### config.mk
export PLATFORM = sky130hd
export DESIGN_NAME = spi_frame_rx
export DESIGN_NICKNAME = d
export VERILOG_FILES = /design/src/rtl/spi_frame_rx.sv
export SDC_FILE = /design/constraint.sdc
export NUM_CORES = 1
export LEC_CHECK = 0
export ABC_CLOCK_PERIOD_IN_PS = 1400
export CAP_MARGIN = 15
export CORE_ASPECT_RATIO = 0.8
export CORE_MARGIN = 2
export CORE_UTILIZATION = 45
export DETAILED_ROUTE_END_ITERATION = 12
export PLACE_DENSITY_LB_ADDON = 0.25
export SLEW_MARGIN = 20
export SYNTH_ARGS = -nofsm -noshare
export SYNTH_HDL_FRONTEND = slang
export SYNTH_SLANG_ARGS = --single-unit
### constraint.sdc
create_clock -name clk -period 1.4 [get_ports clk]
set_input_delay 0.14 -clock clk [delete_from_list [all_inputs] [get_ports clk]]
set_output_delay 0.14 -clock clk [all_outputs]
set_load 0.1 [all_outputs]
### src/rtl/spi_frame_rx.sv
// SPI frame receiver: synchronizes an external SPI master into clk, assembles
// a FRAME_W-bit frame, hands it off with a valid/ready pair and echoes the previous frame on sdo.
module spi_frame_rx #(
    parameter int WORD_W  = 16,
    parameter int N_WORDS = 2,
    parameter int CPOL    = 0,
    parameter int CPHA    = 0
) (
    input  logic                        clk,
    input  logic                        reset_n,
    input  logic                        sck,
    input  logic                        sdi,
    input  logic                        load,
    output logic                        sdo,
    output logic [WORD_W*N_WORDS-1:0]   frame,
    output logic                        frame_valid,
    input  logic                        frame_ready,
    output logic                        overrun,
    output logic                        short_frame
);
    localparam int FRAME_W = WORD_W * N_WORDS;
    localparam int CNT_W   = $clog2(FRAME_W + 1);
    localparam logic [CNT_W-1:0] LAST = CNT_W'(FRAME_W - 1);
    localparam logic SCK_IDLE    = (CPOL != 0);
    localparam logic SAMPLE_RISE = ((CPOL != 0) == (CPHA != 0));
    localparam logic SKIP_FIRST  = (CPHA != 0);

    typedef enum logic [1:0] {IDLE, SHIFT, DONE} state_t;

    state_t               state_q, state_d;
    logic [2:0]           sck_q;    // [0] meta, [1] sync, [2] previous sync
    logic [1:0]           sdi_q;
    logic [2:0]           load_q;
    logic [1:0]           ok_q;     // synchronizer pipeline has refilled since reset
    logic                 armed_q, armed_d;
    logic [CNT_W-1:0]     cnt_q, cnt_d;
    logic [FRAME_W-1:0]   rx_q, rx_d;
    logic [FRAME_W-1:0]   tx_q, tx_d;
    logic                 first_q, first_d;
    logic                 cap_q, cap_d;
    logic [FRAME_W-1:0]   frame_q, frame_d;
    logic                 fv_q, fv_d;
    logic                 ovr_q, ovr_d;
    logic                 short_q, short_d;

    logic sck_s, sdi_s, load_s, load_rise;
    logic rise, fall, sample_edge, launch_edge, last_edge;

    assign sck_s       = sck_q[1];
    assign sdi_s       = sdi_q[1];
    assign load_s      = load_q[1];
    assign load_rise   = load_q[1] & ~load_q[2];
    assign rise        = sck_q[1] & ~sck_q[2];
    assign fall        = ~sck_q[1] & sck_q[2];
    assign sample_edge = SAMPLE_RISE ? rise : fall;
    assign launch_edge = SAMPLE_RISE ? fall : rise;
    assign last_edge   = sample_edge && (cnt_q == LAST);

    always_comb begin
        state_d = state_q;
        armed_d = armed_q;
        cnt_d   = cnt_q;
        rx_d    = rx_q;
        tx_d    = tx_q;
        first_d = first_q;
        cap_d   = 1'b0;
        frame_d = frame_q;
        fv_d    = fv_q;
        ovr_d   = ovr_q;
        short_d = 1'b0;

        // A load level seen high straight out of reset must first drop before it can open a frame.
        if (ok_q[1] && !load_s)
            armed_d = 1'b1;

        case (state_q)
            IDLE: begin
                if (load_rise && armed_q) begin
                    state_d = SHIFT;
                    cnt_d   = '0;
                    rx_d    = '0;
                    tx_d    = frame_q;
                    first_d = 1'b1;
                end
            end
            SHIFT: begin
                if (sample_edge) begin
                    rx_d  = {rx_q[FRAME_W-2:0], sdi_s};
                    cnt_d = cnt_q + CNT_W'(1);
                end
                if (last_edge) begin
                    cap_d   = 1'b1;
                    state_d = load_s ? DONE : IDLE;
                end else if (!load_s) begin
                    short_d = (cnt_q != '0);
                    cnt_d   = '0;
                    state_d = IDLE;
                end
            end
            DONE: begin
                if (!load_s)
                    state_d = IDLE;
            end
            default: state_d = IDLE;
        endcase

        if (state_q != IDLE && launch_edge) begin
            first_d = 1'b0;
            if (!(SKIP_FIRST && first_q))
                tx_d = {tx_q[FRAME_W-2:0], 1'b0};
        end

        if (fv_q && frame_ready)
            fv_d = 1'b0;
        // A completed frame may replace the held one only if that one is gone or leaving now.
        if (cap_q) begin
            if (!fv_q || frame_ready) begin
                frame_d = rx_q;
                fv_d    = 1'b1;
            end else begin
                ovr_d = 1'b1;
            end
        end
    end

    always_ff @(posedge clk) begin
        if (!reset_n) begin
            state_q <= IDLE;
            sck_q   <= {3{SCK_IDLE}};
            sdi_q   <= '0;
            load_q  <= '0;
            ok_q    <= '0;
            armed_q <= 1'b0;
            cnt_q   <= '0;
            rx_q    <= '0;
            tx_q    <= '0;
            first_q <= 1'b0;
            cap_q   <= 1'b0;
            frame_q <= '0;
            fv_q    <= 1'b0;
            ovr_q   <= 1'b0;
            short_q <= 1'b0;
        end else begin
            state_q <= state_d;
            sck_q   <= {sck_q[1:0], sck};
            sdi_q   <= {sdi_q[0], sdi};
            load_q  <= {load_q[1:0], load};
            ok_q    <= {ok_q[0], 1'b1};
            armed_q <= armed_d;
            cnt_q   <= cnt_d;
            rx_q    <= rx_d;
            tx_q    <= tx_d;
            first_q <= first_d;
            cap_q   <= cap_d;
            frame_q <= frame_d;
            fv_q    <= fv_d;
            ovr_q   <= ovr_d;
            short_q <= short_d;
        end
    end

    assign sdo         = (state_q != IDLE) && tx_q[FRAME_W-1];
    assign frame       = frame_q;
    assign frame_valid = fv_q;
    assign overrun     = ovr_q;
    assign short_frame = short_q;

endmodule

* After elaboration in Yosys (flattened, before gate mapping)
Cells that the tools add are included.
** Storage, ports and cells
- Register bits after elaboration :: 119
** Operators by class
- Multiplexer cells :: 21
- Bitwise logic cells :: 9
- $add $sub $neg :: 1
- Equality and inequality tests :: 5
- Reduce and logical (&&, ||, !) cells :: 24
** Operators with widths (number)
- 32-bit two-way mux :: 5
- 32-bit case mux with 2 select lines :: 1
- 6-bit two-way mux :: 4
- 6-bit case mux with 2 select lines :: 1
- 2-bit AND reduction :: 6
- 2-bit two-way mux :: 4
- 2-bit nonzero test :: 4
- 6-bit by 1-bit adder with 6-bit output (second input constant) :: 1
- 6-bit by 5-bit == test with 1-bit output (second input constant) :: 1
- 1-bit logical AND :: 6
- 1-bit NOT :: 6
- 2-bit case mux with 3 select lines :: 1
- 6-bit nonzero test :: 1
- 1-bit two-way mux :: 5
- 2-bit inequality test (second input constant) :: 2
- 4-bit OR reduction :: 1
- 1-bit AND :: 3
- 3-bit AND reduction :: 1
- 2-bit by 1-bit == test with 1-bit output (second input constant) :: 1
- 2-bit == test (second input constant) :: 1
- 1-bit zero test :: 2
- 2-bit zero test :: 1
- 2-bit OR reduction :: 1
- 1-bit logical OR :: 1

* Longest topological paths before layout
Gate-level depths: netlist of run 1.
- Depth after elaboration :: 6
- Depth in mapped cells :: 6
- Mapped depth without buffers :: 5

* Worst setup path before layout of run 1
OpenSTA, ideal clock, no wires.
- Path type :: register -> output
- Start :: register state_q[1]
- End :: output sdo
- Slack :: -0.609 ns
- Data arrival time :: 1.869 ns
- Stages on the path, launching flop included :: 3
- Path through :: dfxtp_1 > nor2_2 > nor2b_1
** On the way
- Word-level cells in the longest chain between the ends :: 2
** Ends and longest elaborated chain
- from (decl) :: line 30 : state_t state_q, state_d;
- from (signal assigned) :: line 144 : state_q <= state_d;
- 2-bit nonzero test :: line 162 : assign sdo = (state_q != IDLE) && tx_q[FRAME_W-1];
- 1-bit logical AND :: line 162
- to (decl) :: line 14 : output logic sdo,
Every way passes these cells.

* Worst setup path after layout of run 1
- Start :: register armed_q
- End :: register rx_q[3]
** On the way
- Word-level cells in the longest chain between the ends :: 3
** Ends and longest elaborated chain
- from (decl) :: line 35 : logic armed_q, armed_d;
- from (signal assigned) :: line 149 : armed_q <= armed_d;
- 1-bit logical AND :: line 78 : if (load_rise && armed_q) begin
- 2-bit inequality test (no source line)
- 3-bit AND reduction (no source line)
- to (signal assigned) :: line 151 : rx_q <= rx_d;
- to (decl) :: line 37 : logic [FRAME_W-1:0] rx_q, rx_d;
Every way passes these cells.
A chain may end at the register's enable or synchronous reset.

==> results of run 1 <==
[power by group]
| group | leakage (nW) | internal (mW) | switching, mW | total [mW] |
|---|---|---|---|---|
| logic | 1.39 | 0.105 | 0.0948 | 0.200 |
| clock network | 0.304 | 2.95 | 1.47 | 4.42 |
| registers | 0.966 | 3.40 | 0.00766 | 3.41 |
[registers in the layout, indices dropped and copies added (netlist names), 2 cells and up]
register  flops
load_q        3
state_q       2
sck_q         3
cnt_q         6
tx_q         32
ok_q          2
rx_q         32
sdi_q         2
frame        32
[cell families after synthesis]
logic type                 Yosys count  share of synthesized area (%)
DFF                                119                           48.5
AOI/OAI and AO/OA                  117                           17.9
adders and majority gates            2                          0.510
and+or+nand+nor                    207                           21.5
muxes                               34                           6.93
xor gates and xnor gates             1                          0.178
buffers and inverters               43                           4.46
[Yosys cell counts (3+ instances only)]
master	n	area (sq um)
a22oi_1	31	233
and2_1	43	269
clkbuf_1	18	67.6
dfxtp_1	119	2380
a31oi_1	4	25.0
inv_1	4	15.0
buf_6	5	56.3
nor2_1	3	11.3
a21boi_1	50	375
a21oi_1	4	20.0
nand2_1	100	375
a21boi_0	13	97.6
buf_2	11	55.1
nand4_1	4	25.0
nor2b_1	41	257
o21ai_0	5	25.0
mux2i_1	34	340
[what timing repair did]
action                     in CTS  in global routing
cloned                          0                  5
buffers inserted                2                  2
gates resized for setup        16                 21
setup endpoints to repair      51                 71
pin swaps                       6                  4
[cells in the final DEF, fill, tap and decap left out, types with 3 or more instances in the layout]
master / instances
clkdlybuf4s50_1: 4
a31oi_1: 3
dfxtp_1: 109
a21boi_1: 51
dfxtp_4: 3
mux2i_1: 32
and2_1: 42
a21boi_0: 12
nand4_1: 4
clkinv_2: 4
clkbuf_8: 5
nand2_1: 100
nor2_1: 3
nor2b_1: 35
a21oi_1: 4
inv_1: 4
nor2b_4: 5
buf_12: 45
clkbuf_16: 22
o21ai_0: 4
buf_4: 17
buf_6: 4
dfxtp_2: 7
a22oi_1: 30
[layer usage]
metal / track usage [%] / up-vias / wire [um]
li1: - / 1885 / -
met1: 25.2 / 1815 / 5470
met2: 31.5 / 76 / 5220
met3: 5.05 / 10 / 434
met4: 7.69 / 0 / 122
met5: 0 / - / 0
[worst max-delay path: stages (launching register included)]
cell	delay, ns
dfxtp_1	0.30
and3b_2	0.25
a22oi_4	0.19
buf_12	0.16
buf_12	0.13
mux2i_2	0.22
nor2b_1	0.07
[final cells by class]
class / instances / area [sq um] / share of cell area [%]
inverters: 4 / 15.0 / 0.219
repair buffers: 76 / 1230 / 18.0
flip-flops and latches: 119 / 2400 / 35.0
clock inverters: 7 / 87.6 / 1.28
clock buffers: 25 / 527 / 7.68
multi-input cells: 361 / 2410 / 35.2
well taps: 144 / 180 / 2.63
[worst min path at each step]
stage                   start     endpoint  slack [ns]  cells after the start
floorplan             reset_n      ok_q[0]        0.17                      0
global placement    load_q[0]    load_q[1]        0.42                      1
detailed placement  load_q[0]    load_q[1]        0.42                      1
CTS                   reset_n  short_frame        0.11                      3
global route          reset_n  short_frame        0.15                      3
finish                reset_n  short_frame        0.14                      3
[per-stage QoR]
| stage | hold slack [ns] | util [%] | cells |
|---|---|---|---|
| 6_report | 0.141 | 63.7 | 736 |
| 5_1_grt | 0.149 | 63.7 | 736 |
| 4_1_cts | 0.105 | 61.8 | 729 |
| 3_5_place_dp | 0.425 | 55.4 | 695 |
| 3_3_place_gp | 0.417 | 55.4 | 695 |
| 2_1_floorplan | 0.168 | - | 523 |
==> impl_metrics.env, run 1 <==
export IMPL_outcome="finished with violations"
export IMPL_violations="negative setup slack"
export IMPL_ys_types=43
export IMPL_cts_root_buf="clkbuf_16"
export IMPL_critical_path_peak_fanout=6
export IMPL_die_y_um=97.4
export IMPL_die_w_um=121
export IMPL_fin_area_sq_mm=0.00686
export IMPL_place_ws_ns=-0.0795
export IMPL_arrival_ns=1.74
export IMPL_ant_nets=0
export IMPL_cap_violations=0
export IMPL_ioPinCount=42
export IMPL_cp_end_kind="flop"
export IMPL_p_total_mw=8.03
export IMPL_min_path_type="in2reg"
export IMPL_routed_via_density=5.14
export IMPL_syn_inst=523
export IMPL_seq_area_frac_synth_pct=48.5
export IMPL_grt_usage_pct=19.6
export IMPL_num_antenna_cells=0
export IMPL_cp_required_ns=1.69
export IMPL_numPortBuffers=41
export IMPL_cts_tree="built"
export IMPL_finalHoldViolCount=0
export IMPL_cts_buffer_depth=2
export IMPL_clk_pin_slew_worst_paths_ns=0.05
export IMPL_setup_tns_final_ns=-0.441
export IMPL_synthArstFlopShare_pct=0
export IMPL_cts_sinks=119
export IMPL_grt_pass1_vias=3938
export IMPL_clkLatencyLatePin_ns=0.41
export IMPL_critPathKind="reg2reg"
export IMPL_vdd_ir_drop_max_mv=0.844
export IMPL_drc=0
export IMPL_leakage_nw=2.66
export IMPL_synth_edff_count=0
export IMPL_yosys_warnings=0
export IMPL_wl_per_cell_um=15.3
export IMPL_syn2layout_area_growth_pct=39.7
export IMPL_fill_cells=844
export IMPL_grt_ovfl_total=0
export IMPL_fin_worst_skew_ns=0.00874
export IMPL_r2r_end="rx_q[3]"
export IMPL_timing_final_crit_share_pct=103
export IMPL_gp_congestion=0.859
export IMPL_layout_drive_gt1_share_pct=22.5
export IMPL_layout_min_cycle_time_ns=1.45
export IMPL_slew_violations=0
export IMPL_synth_ff_type="dfxtp_1"
export IMPL_htree_levels=4
export IMPL_antenna_found_initial=0
export IMPL_reg2reg_depth=6
export IMPL_holdBufCountCts=0
export IMPL_nets=587
export IMPL_dieArea_sq_mm=0.0118
export IMPL_avgSynthCellArea_sq_um=9.39
export IMPL_cp_startpoint="armed_q"
export IMPL_ys_seq_elements=119
export IMPL_reg2reg_slack_ns=-0.05
export IMPL_r2r_start="armed_q"
export IMPL_grt_first_pass_wirelength_um=18500
export IMPL_fmax_ghz=0.691
export IMPL_row_count=34
export IMPL_place_hpwl_um=6580
export IMPL_tightest_slew_ns=0.379
export IMPL_first_iter_violations=249
export IMPL_wl_um=11200
export IMPL_grt_max_degree=71
export IMPL_start_util_pct=45.6
export IMPL_startpoint_type="flop"
export IMPL_fp_coreArea_sq_mm=0.0108
export IMPL_setup_viol=26
export IMPL_rsz0062_at_grt="true"
export IMPL_power_density_mw_per_mm2=1170
export IMPL_finalWorstSetupSlack_ns=-0.0477
export IMPL_placed_cell_area_sq_mm=0.00596
export IMPL_endpoint="rx_q[3]"
export IMPL_cts_buffers=17
export IMPL_relSlewSlack_pct=74.7
export IMPL_synth_area_sq_mm=0.00491
export IMPL_dr_pass1_iters=4
export IMPL_synth_nets=531
export IMPL_vias=3786
Power figures use the tool's default switching activity.
==> inputs of run 2 (changes only) <==
--- a/config.mk
+++ b/config.mk
@@ -11,6 +11,7 @@
 export CORE_MARGIN = 2
 export CORE_UTILIZATION = 45
 export DETAILED_ROUTE_END_ITERATION = 12
+export HOLD_SLACK_MARGIN = 0.15
 export PLACE_DENSITY_LB_ADDON = 0.25
 export SLEW_MARGIN = 20
 export SYNTH_ARGS = -nofsm -noshare
==> run 2 against run 1 <==
Final cell count is 0.14% higher. Largest cell class unchanged. The run still ends with negative setup slack left. Core utilization is 0.081 points higher. Largest power group unchanged. Power hardly changed. First-iteration DRC count is 8.8% higher. Die area stayed put. Critical path type unchanged.
==> impl_metrics.env, run 2 (synthesis results as in run 1) <==
export IMPL_cap_violations=0
export IMPL_hold_slack_ns=0.314
export IMPL_final_util_pct=63.8
export IMPL_reg2reg_slack_ns=-0.05
export IMPL_slew_violations=0
export IMPL_cts_buffers=17
export IMPL_power_density_mw_per_mm2=1170
export IMPL_leakage_nw=2.66
export IMPL_layout_drive_gt1_share_pct=22.3
export IMPL_grt_first_pass_wirelength_um=18500
export IMPL_drc=0
export IMPL_tightest_slew_ns=0.373
export IMPL_setup_viol=29
export IMPL_setup_tns_final_ns=-0.535
export IMPL_met3_usage_pct=5.05
export IMPL_outcome="finished with violations"
export IMPL_start_util_pct=45.6
export IMPL_switching_power_mw=1.57
export IMPL_cpMostUsedCell="buf_12"
export IMPL_cts_root_buf="clkbuf_16"
export IMPL_grt_ovfl_total=0
export IMPL_clkLatencyLatePin_ns=0.41
export IMPL_ant_nets=0
export IMPL_timing_final_crit_share_pct=104
export IMPL_internal_power_mw=6.46
export IMPL_wl_um=11200
export IMPL_vias=3785
export IMPL_cts_buffer_depth=2
export IMPL_cp_end_kind="flop"
export IMPL_rsz0062_at_grt="true"
export IMPL_place_inst=695
export IMPL_grt_max_degree=71
export IMPL_placed_cell_area_sq_mm=0.00596
export IMPL_reg2reg_depth=6
export IMPL_cp_required_ns=1.69
export IMPL_final_seq_area_sq_mm=0.00240
export IMPL_violations="negative setup slack"
export IMPL_grt_use_met1_pct=25.3
export IMPL_htree_levels=4
export IMPL_ioPinCount=42
export IMPL_numPortBuffers=41
export IMPL_nets=588
export IMPL_dr_pass1_iters=4
export IMPL_cpPeakStageDelay_ns=0.32
export IMPL_first_iter_violations=271
export IMPL_dieArea_sq_mm=0.0118
export IMPL_antenna_found_initial=0
export IMPL_die_w_um=121
export IMPL_combPwrFrac_pct=2.5
export IMPL_p_clk_share_pct=55.0
export IMPL_fill_cells=848
export IMPL_r2r_end="rx_q[3]"
export IMPL_gp_congestion=0.859
export IMPL_cts_tree="built"
export IMPL_wl_per_cell_um=15.2
export IMPL_place_hpwl_um=6580
export IMPL_arrival_ns=1.74
export IMPL_place_ws_ns=-0.0795
export IMPL_startpoint_type="flop"
export IMPL_fin_cells=737
export IMPL_cts_sinks=119
export IMPL_swShare_pct=19.5
export IMPL_critical_path_peak_fanout=6
export IMPL_clk_pin_slew_worst_paths_ns=0.05
export IMPL_busiest_layer="met2"
export IMPL_layout_min_cycle_time_ns=1.45
export IMPL_min_path_type="in2reg"
export IMPL_finalHoldViolCount=0
export IMPL_met2_usage_pct=31.6
export IMPL_cp_startpoint="load_q[2]"
export IMPL_power_frac_seq_pct=42.5
export IMPL_routed_via_density=5.14
export IMPL_fmax_ghz=0.688
export IMPL_endpoint="rx_q[3]"
export IMPL_vdd_ir_drop_max_mv=0.844
export IMPL_grt_pass1_vias=3944
export IMPL_grt_usage_pct=19.7
export IMPL_p_total_mw=8.03
export IMPL_multiInputGateArea_sq_mm=0.00241
export IMPL_num_antenna_cells=0
export IMPL_r2r_start="load_q[2]"
export IMPL_syn2layout_area_growth_pct=39.9
export IMPL_fp_coreArea_sq_mm=0.0108
export IMPL_fin_worst_skew_ns=0.00875
export IMPL_layout_common_cells="110 x dfxtp_1, 100 x nand2_1, 51 x a21boi_1, 45 x buf_12, 42 x and2_1"
export IMPL_final_common_cell="dfxtp_1"
export IMPL_fin_area_sq_mm=0.00687
export IMPL_path_cells="and3b_2 -> a22oi_4 -> buf_12 -> buf_12 -> mux2i_2 -> nor2b_1"
export IMPL_row_count=34
export IMPL_relSlewSlack_pct=75.1
export IMPL_finalWorstSetupSlack_ns=-0.0525
export IMPL_critPathSlowestCell="dfxtp_2"
export IMPL_die_y_um=97.4
export IMPL_critPathKind="reg2reg"
[run 2: changes by cell type in the layout (fill, tap and decap cells not counted)]
cell,change
dfxtp_1,+1
dfxtp_2,-1
dlygate4sd3_1,+1
[run 2: power by group through the flow]
stage          Combinational [mW]  Sequential (mW)  Clock, mW
4_1_cts                     0.180             3.41       4.49
3_5_place_dp                0.172             3.48          0
6_report                    0.200             3.41       4.42
5_1_grt                     0.213             3.41       4.62
3_3_place_gp                0.170             3.48          0
2_1_floorplan               0.119             3.48          0
[run 2: worst min-delay path by stage]
stage / from / end / slack (ns) / depth (start not counted)
after floorplan: reset_n / ok_q[0] / 0.17 / 0
after global placement: load_q[0] / load_q[1] / 0.42 / 1
final: sdi / sdi_q[0] / 0.31 / 2
after global routing: sdi / sdi_q[0] / 0.32 / 2
after detailed placement: load_q[0] / load_q[1] / 0.42 / 1
after CTS: sdi / sdi_q[0] / 0.30 / 2
[run 2: what timing repair did]
item                                   4_1_cts  5_1_grt
endpoints found under the hold margin        4        0
setup endpoints to repair                   51       71
cloned                                       0        5
setup buffers                                2        2
resized for setup                           16       20
pin swaps                                    6        7
hold buffers                                 1        0
[run 2: layout make-up]
class / instances / area share (%)
Clock buffer: 25 / 7.67
Clock inverter: 7 / 1.28
Inverter: 4 / 0.219
Multi-Input combinational cell: 361 / 35.1
Sequential cell: 119 / 35.0
Tap cell: 144 / 2.62
Timing Repair Buffer: 77 / 18.1
[run 2: worst max-delay path: cells and delay by family (launching register included)]
kind	cells	cell delay, ns
muxes	1	0.22
AOI/OAI and AO/OA	1	0.19
DFF	1	0.32
buffers and inverters	2	0.29
and+or+nand+nor	2	0.31
[run 2: per-layer routing]
layer	vias to the layer above	wire (um)
met2	76	5250
met5	-	0
li1	1884	-
met3	9	399
met1	1816	5460
met4	0	123
==> inputs of run 3 (changes only) <==
--- a/config.mk
+++ b/config.mk
@@ -12,7 +12,7 @@
 export CORE_UTILIZATION = 45
 export DETAILED_ROUTE_END_ITERATION = 12
 export HOLD_SLACK_MARGIN = 0.15
-export PLACE_DENSITY_LB_ADDON = 0.25
+export PLACE_DENSITY = 0.69
 export SLEW_MARGIN = 20
 export SYNTH_ARGS = -nofsm -noshare
 export SYNTH_HDL_FRONTEND = slang
==> run 3 against run 2 <==
The flow still finishes with violations (negative setup slack). Combinational power is 8% lower. Sequential share of layout area is 1.0 points higher. Critical path depth stayed put. Sequential cell count stayed put. Global-route usage is 0.45 points lower. Non-clock buffer count is 6 lower. Maximum frequency is 1.1% lower. Via count is 1.4% lower. Design area is 3.1% lower. Register-to-register slack worse by 0.02 ns.
==> impl_metrics.env, run 3 (synthesis results as in run 1) <==
export IMPL_finalWorstSetupSlack_ns=-0.0686
export IMPL_timing_final_crit_share_pct=105
export IMPL_row_count=34
export IMPL_setup_tns_final_ns=-0.473
export IMPL_grt_usage_pct=19.2
export IMPL_layout_min_cycle_time_ns=1.47
export IMPL_critPathSlowestCell="o31ai_4"
export IMPL_final_util_pct=61.8
export IMPL_arrival_ns=1.80
export IMPL_cp_end_kind="flop"
export IMPL_cp_required_ns=1.73
export IMPL_clkLatencyLatePin_ns=0.41
export IMPL_dr_pass1_iters=4
export IMPL_final_seq_area_sq_mm=0.00240
export IMPL_critical_path_peak_fanout=6
export IMPL_rsz0062_at_grt="true"
export IMPL_hold_slack_ns=0.317
export IMPL_place_ws_ns=-0.0966
export IMPL_swShare_pct=19.7
export IMPL_fp_coreArea_sq_mm=0.0108
export IMPL_antenna_found_initial=0
export IMPL_fin_cells=729
export IMPL_vias=3732
export IMPL_cts_root_buf="clkbuf_16"
export IMPL_layout_common_cells="112 x dfxtp_1, 99 x nand2_1, 50 x a21boi_1, 43 x buf_12, 42 x and2_1"
export IMPL_first_iter_violations=291
export IMPL_clk_pin_slew_worst_paths_ns=0.05
export IMPL_critPathTopFamily="compound AO/OA/AOI/OAI gates"
export IMPL_combPwrFrac_pct=2.5
export IMPL_place_inst=692
export IMPL_fill_cells=844
export IMPL_leakage_nw=2.57
export IMPL_grt_ovfl_total=0
export IMPL_internal_power_mw=6.05
export IMPL_cts_buffer_depth=2
export IMPL_nets=582
export IMPL_setup_viol=36
export IMPL_cts_sinks=119
export IMPL_grt_pass1_vias=3741
export IMPL_fin_worst_skew_ns=0.00755
export IMPL_power_frac_seq_pct=45.3
export IMPL_slew_violations=0
export IMPL_ant_nets=0
export IMPL_cts_buffers=17
export IMPL_p_total_mw=7.52
export IMPL_start_util_pct=45.6
export IMPL_final_common_cell="dfxtp_1"
export IMPL_die_y_um=97.4
export IMPL_drc=0
export IMPL_fmax_ghz=0.681
export IMPL_num_antenna_cells=0
export IMPL_switching_power_mw=1.48
export IMPL_routed_via_density=5.12
export IMPL_multiInputGateArea_sq_mm=0.00242
export IMPL_tightest_slew_ns=0.344
export IMPL_ioPinCount=42
export IMPL_outcome="finished with violations"
export IMPL_layout_drive_gt1_share_pct=20.5
export IMPL_crit_buf_inv=1
export IMPL_die_w_um=121
export IMPL_placed_cell_area_sq_mm=0.00595
export IMPL_cts_tree="built"
export IMPL_numPortBuffers=41
export IMPL_p_clk_share_pct=52.2
export IMPL_fin_area_sq_mm=0.00666
export IMPL_cpPeakStageDelay_ns=0.36
export IMPL_wl_um=10800
export IMPL_grt_max_degree=103
export IMPL_vdd_ir_drop_max_mv=0.898
export IMPL_relSlewSlack_pct=77.1
export IMPL_critPathKind="reg2reg"
export IMPL_path_cells="ha_4 -> nand4b_1 -> o31ai_4 -> buf_6 -> nand3_2 -> a21oi_2"
export IMPL_gp_congestion=0.801
export IMPL_place_hpwl_um=6300
export IMPL_startpoint_type="flop"
export IMPL_power_density_mw_per_mm2=1130
export IMPL_dieArea_sq_mm=0.0118
export IMPL_min_path_type="in2reg"
export IMPL_htree_levels=4
export IMPL_cap_violations=0
export IMPL_syn2layout_area_growth_pct=35.6
export IMPL_wl_per_cell_um=14.8
export IMPL_finalHoldViolCount=0
export IMPL_violations="negative setup slack"
export IMPL_grt_first_pass_wirelength_um=18000
[run 3: cell count changes in the layout (fill, tap and decap cells not counted), sizes merged]
cell / before / now
clkinv: 4 / 3
buf: 68 / 65
bufinv: 2 / 1
clkbuf: 29 / 27
clkinvlp: 1 / 0
[run 3: worst paths after layout]
path              startpoint  cells after the start  slack [ns]  endpoint
setup / recovery    cnt_q[0]                      6       -0.07  cnt_q[0]
hold reg to reg     sck_q[0]                      1        0.43  sck_q[1]
setup reg to reg    cnt_q[0]                      6       -0.07  cnt_q[0]
hold / removal           sck                      2        0.32  sck_q[0]
[run 3: repair_timing]
| item | in CTS | in global routing |
|---|---|---|
| endpoints found under the hold margin | 8 | 0 |
| hold buffers | 1 | 0 |
| setup buffers | 0 | 5 |
| gates cloned | 0 | 1 |
| pin swaps | 3 | 7 |
| resized for setup | 10 | 17 |
| setup endpoints to repair | 52 | 72 |
[run 3: power by group through the flow]
stage	logic (mW)	clock network, mW	registers [mW]
2_1_floorplan	0.119	0	3.48
3_3_place_gp	0.167	0	3.48
3_5_place_dp	0.168	0	3.48
4_1_cts	0.173	4.00	3.41
5_1_grt	0.199	4.18	3.41
6_report	0.185	3.93	3.41
[run 3: layer usage]
metal	up-vias	track usage [%]	wire, um
li1	1873	-	-
met4	0	7.60	152
met2	80	29.0	4940
met5	-	0	0
met3	14	6.10	400
met1	1765	25.6	5330
[run 3: area by class of cell]
cell class | instances | area share (%)
clock buffers | 26 | 7.35
clock inverters | 4 | 0.677
inverters | 4 | 0.226
multi-input cells | 361 | 36.3
flip-flops and latches | 119 | 36.0
well taps | 144 | 2.71
repair buffers | 71 | 16.7
